### src/rtl/bidir_shift_reg.sv
// -----------------------------------------------------------------------------
// bidir_shift_reg
//
// Parameterised-width bidirectional shift register with a serial input and a
// parallel output. Each enabled rising clock edge moves the contents one
// position left (toward the top bit) or right (toward bit 0). In linear mode
// the serial input d fills the vacated end. In circular mode the bit shifted
// out of one end wraps into the other end, and d is ignored.
//
// Parameters
//   MSB       register width in bits (legal range MSB >= 2)
//
// Ports
//   clk       clock; all state changes happen on the rising edge
//   rstn      asynchronous active-low reset; clears the register at once
//   d         serial data in (used only when circular = 0)
//   en        shift enable: 1 = shift on this edge, 0 = hold
//   dir       direction: 0 = shift left (toward MSB), 1 = shift right
//   circular  mode: 0 = linear shift with d inserted, 1 = rotate
//   out       parallel register contents, driven straight from the flops
//
// There is no handshake in this block: every input is sampled on every rising
// edge, and en is a plain qualifier rather than a valid/ready pair.
// -----------------------------------------------------------------------------
module bidir_shift_reg #(
  parameter int MSB = 8
) (
  input  logic           clk,
  input  logic           rstn,
  input  logic           d,
  input  logic           en,
  input  logic           dir,
  input  logic           circular,
  output logic [MSB-1:0] out
);

  logic [MSB-1:0] shift_q;
  logic [MSB-1:0] shift_d;
  logic           left_fill;
  logic           right_fill;

  // The bit that enters the vacated end. In circular mode it is the bit
  // leaving the opposite end, so no information is lost.
  always_comb begin
    left_fill  = circular ? shift_q[MSB-1] : d;
    right_fill = circular ? shift_q[0]     : d;
  end

  always_comb begin
    shift_d = shift_q;
    if (en) begin
      if (dir) begin
        shift_d = {right_fill, shift_q[MSB-1:1]};
      end else begin
        shift_d = {shift_q[MSB-2:0], left_fill};
      end
    end
  end

  always_ff @(posedge clk or negedge rstn) begin
    if (!rstn) begin
      shift_q <= '0;
    end else begin
      shift_q <= shift_d;
    end
  end

  // Output comes directly from the state flops; there is no combinational
  // path from any input to out.
  assign out = shift_q;

endmodule

### config.mk
export PLATFORM = sky130hd
export DESIGN_NAME = bidir_shift_reg
export DESIGN_NICKNAME = d
export VERILOG_FILES = /design/src/rtl/bidir_shift_reg.sv
export SDC_FILE = /design/constraint.sdc
export NUM_CORES = 1
export LEC_CHECK = 0
export BUFFER_PORTS_ARGS = -buffer_cell sky130_fd_sc_hd__buf_2
export CORE_AREA = 4 4 41 43
export CTS_CLUSTER_DIAMETER = 100
export DETAILED_ROUTE_END_ITERATION = 10
export DIE_AREA = 0 0 45 47
export SYNTH_ARGS = -nofsm -noshare
export SYNTH_HDL_FRONTEND = slang
export SYNTH_SLANG_ARGS = --single-unit
### constraint.sdc
create_clock -name clk -period 1.18 [get_ports clk]
set_clock_uncertainty 0.2 [all_clocks]
set_input_delay 0.059 -clock clk [delete_from_list [all_inputs] [get_ports clk]]
set_output_delay 0.059 -clock clk [all_outputs]
set_load 0.01 [all_outputs]
==> impl_metrics.yaml <==
outcome:
  outcome: "complete, no violations"
final_layout:
  drive_gt1_frac: 0.2982
  antenna_cells: 0
  largest_reg_flops: 8
  final_cell_mix: "buf_2 (12), mux2i_1 (8), dfrtp_1 (8)"
  final_nets: 65
  syn_to_final_growth_pct: 30.84
  mostFrequentLayoutCell: "buf_2"
  design_area_um2: 546.8
  fillers: 146
drt:
  ant_nets: 0
  drtIter0Drc: 3
  viasPerCell: 4.597
  vias: 331
  drc: 0
  dr.pass1.iters: 4
  drt-total-wl_um: 873
  routedWlPerCell_um: 12.13
placement:
  place_area_um2: 471.7
  portBuffers: 13
  gp_congestion: 0.6347
cts:
  htreeDepth: 1
  clock-sinks: 8
  cts_tree: "yes"
  clock_latency_ns: 0.25
  cts_buffer_depth: 2
  path_clk_slew_ns: 0.05
  cts_root_buf: "clkbuf_4"
  cts_buffers: 3
  cts_setup_buffers: 0
setup_path:
  crit_type: "input pin to asynchronous set/reset pin"
  worstPathRequired_ns: 1.42
  worstPathArrival_ns: 1.35
  start_kind: "input pin"
  cpPeakStageDelay_ns: 0.55
  end_kind: "asynchronous set/reset pin"
  cpMostUsedCell: "dlygate4sd3_1"
  cp_max_fo: 8
  cp_slowest_cell: "dlygate4sd3_1"
  path_cells: "dlygate4sd3_1 -> dlygate4sd3_1 -> buf_2"
grt:
  grt_pass1_vias: 312
  grt_pass1_wl_um: 1504
  grt.total_usage: 0.1045
  grt_remaining_overflow: 0
  grt_max_degree: 19
  grt_antenna_before_repair: 0
run:
  maxCapViolations: 0
logic_synthesis:
  yosysSeqAreaShare: 0.4790
  synth_seq_cells: 8
  synthesis.nets: 45
  syn_area_um2: 417.9
  synthAdderAreaFrac: 0
  synth_compound_area_frac: 0.1198
  synth_area_leader_cell: "dfrtp_1"
  synth_top_family_by_area: "multiplexers"
  avgSynthCellArea_um2: 10.72
  syn_inst: 39
  muxShareOfSynthArea: 0.1916
  synth_xor_area_frac: 0
  yosys.area_share.simple: 0.1377
  synth.distinct_cells: 12
  netlist.area_leader.share: 0.4790
  yosys_warnings: 0
  yosys-top-cells-area: "dfrtp_1 (48%), mux2i_1 (19%), a21oi_1 (7.2%), buf_6 (5.4%), nor2_1 (5.4%)"
sta:
  max_freq_mhz: 902.9
  slew_headroom: 0.8434
  final-max-slew-violation-count: 0
  rsz0062_at_grt: "no"
  finalSetupViolations: 0
  period_needed_ns: 1.108
  hold_viol: 0
  tightest_slew_ns: 0.2349
  period_share: 0.9386
  final.setup.tns_ns: 0
die:
  start_util: 0.3212
  core-area_mm2: 0.001301
  die_area_mm2: 0.002115
  die_w_um: 45
  die_y_um: 47
  std_cell_rows: 13
  io_pins: 14
pwr:
  leakagePower_nw: 0.2541
  p_per_area_mw_per_mm2: 1493
  ir_drop_mv: 0.6229
worst_hold_path:
  hold_class: "input pin to flip-flop"
-- logic make-up (layout without fill, tap and decap cells) --
kind of cell / count (synthesis) / count (layout)
simple gates: 12 / 12
compound gates: 8 / 8
mux: 8 / 8
flops: 8 / 8
buf+inv: 3 / 21
-- metal layers --
layer,global-route usage,share of wire,vias up
met2,0.1384,0.43,8
met1,0.1358,0.49,151
met4,0.08772,0.010,0
met3,0.03448,0.065,2
li1,-,-,170
met5,0,0,-
-- cell usage after synthesis, drive strengths merged --
cell    count
nand3       1
nand3b      1
mux2i       8
nand2       1
dfrtp       8
nand2b      3
a21oi       6
o211ai      2
buf         3
nor2        6
-- through the flow --
stage / utilization / cells / hold WS, ns / power [W] / setup WS, ns
floorplan: - / 39 / -0.4366 / 0.0005161 / 0.1801
global placement: 0.3625 / 64 / -0.2870 / 0.0005986 / 0.1797
detailed placement: 0.3625 / 64 / -0.2856 / 0.0006034 / 0.1811
CTS: 0.4183 / 72 / 0.003796 / 0.0008271 / 0.01923
global route: 0.4202 / 72 / 0.03039 / 0.0008819 / 0.006924
finish: 0.4202 / 72 / 0.004514 / 0.0008163 / 0.07247
-- what timing repair did --
| item | CTS | global route |
|---|---|---|
| hold buffers | 5 | 0 |
| gates resized for setup | 0 | 1 |
| endpoints found under the setup margin | 0 | 2 |
| endpoints found under the hold margin | 14 | 0 |
-- worst max-delay path: cells and delay by family --
kind / cells / cell delay [ns]
buffers and inverters: 3 / 1.29
-- area by class of cell --
cell class | instances | area [um^2] | area share
multi-input cells | 28 | 187.7 | 0.3432
clock buffers | 3 | 22.52 | 0.04119
repair buffers | 18 | 117.6 | 0.2151
flip-flops and latches | 8 | 200.2 | 0.3661
well taps | 15 | 18.77 | 0.03432
-- path summary, 6_finish.rpt --
check,startpoint,end,slack (ns),cells past startpoint
worst min register to register,out[0]$_DFFE_PN0P_,out[0]$_DFFE_PN0P_,0.35,2
worst min-delay path,dir,out[7]$_DFFE_PN0P_,0.005,3
worst max register to register,out[0]$_DFFE_PN0P_,out[7]$_DFFE_PN0P_,0.18,2
max in group clk,en,out[7]$_DFFE_PN0P_,0.07,4
worst max-delay path,rstn,out[4]$_DFFE_PN0P_,0.07,3
min in group asynchronous,rstn,out[1]$_DFFE_PN0P_,0.53,3
-- report_power, final --
group / internal (W) / switching (W)
combinational: 0.000111 / 0.000108
clock: 0.000116 / 0.0000936
sequential: 0.000330 / 0.0000574
No activity file was read; power rests on OpenSTA's default activity.
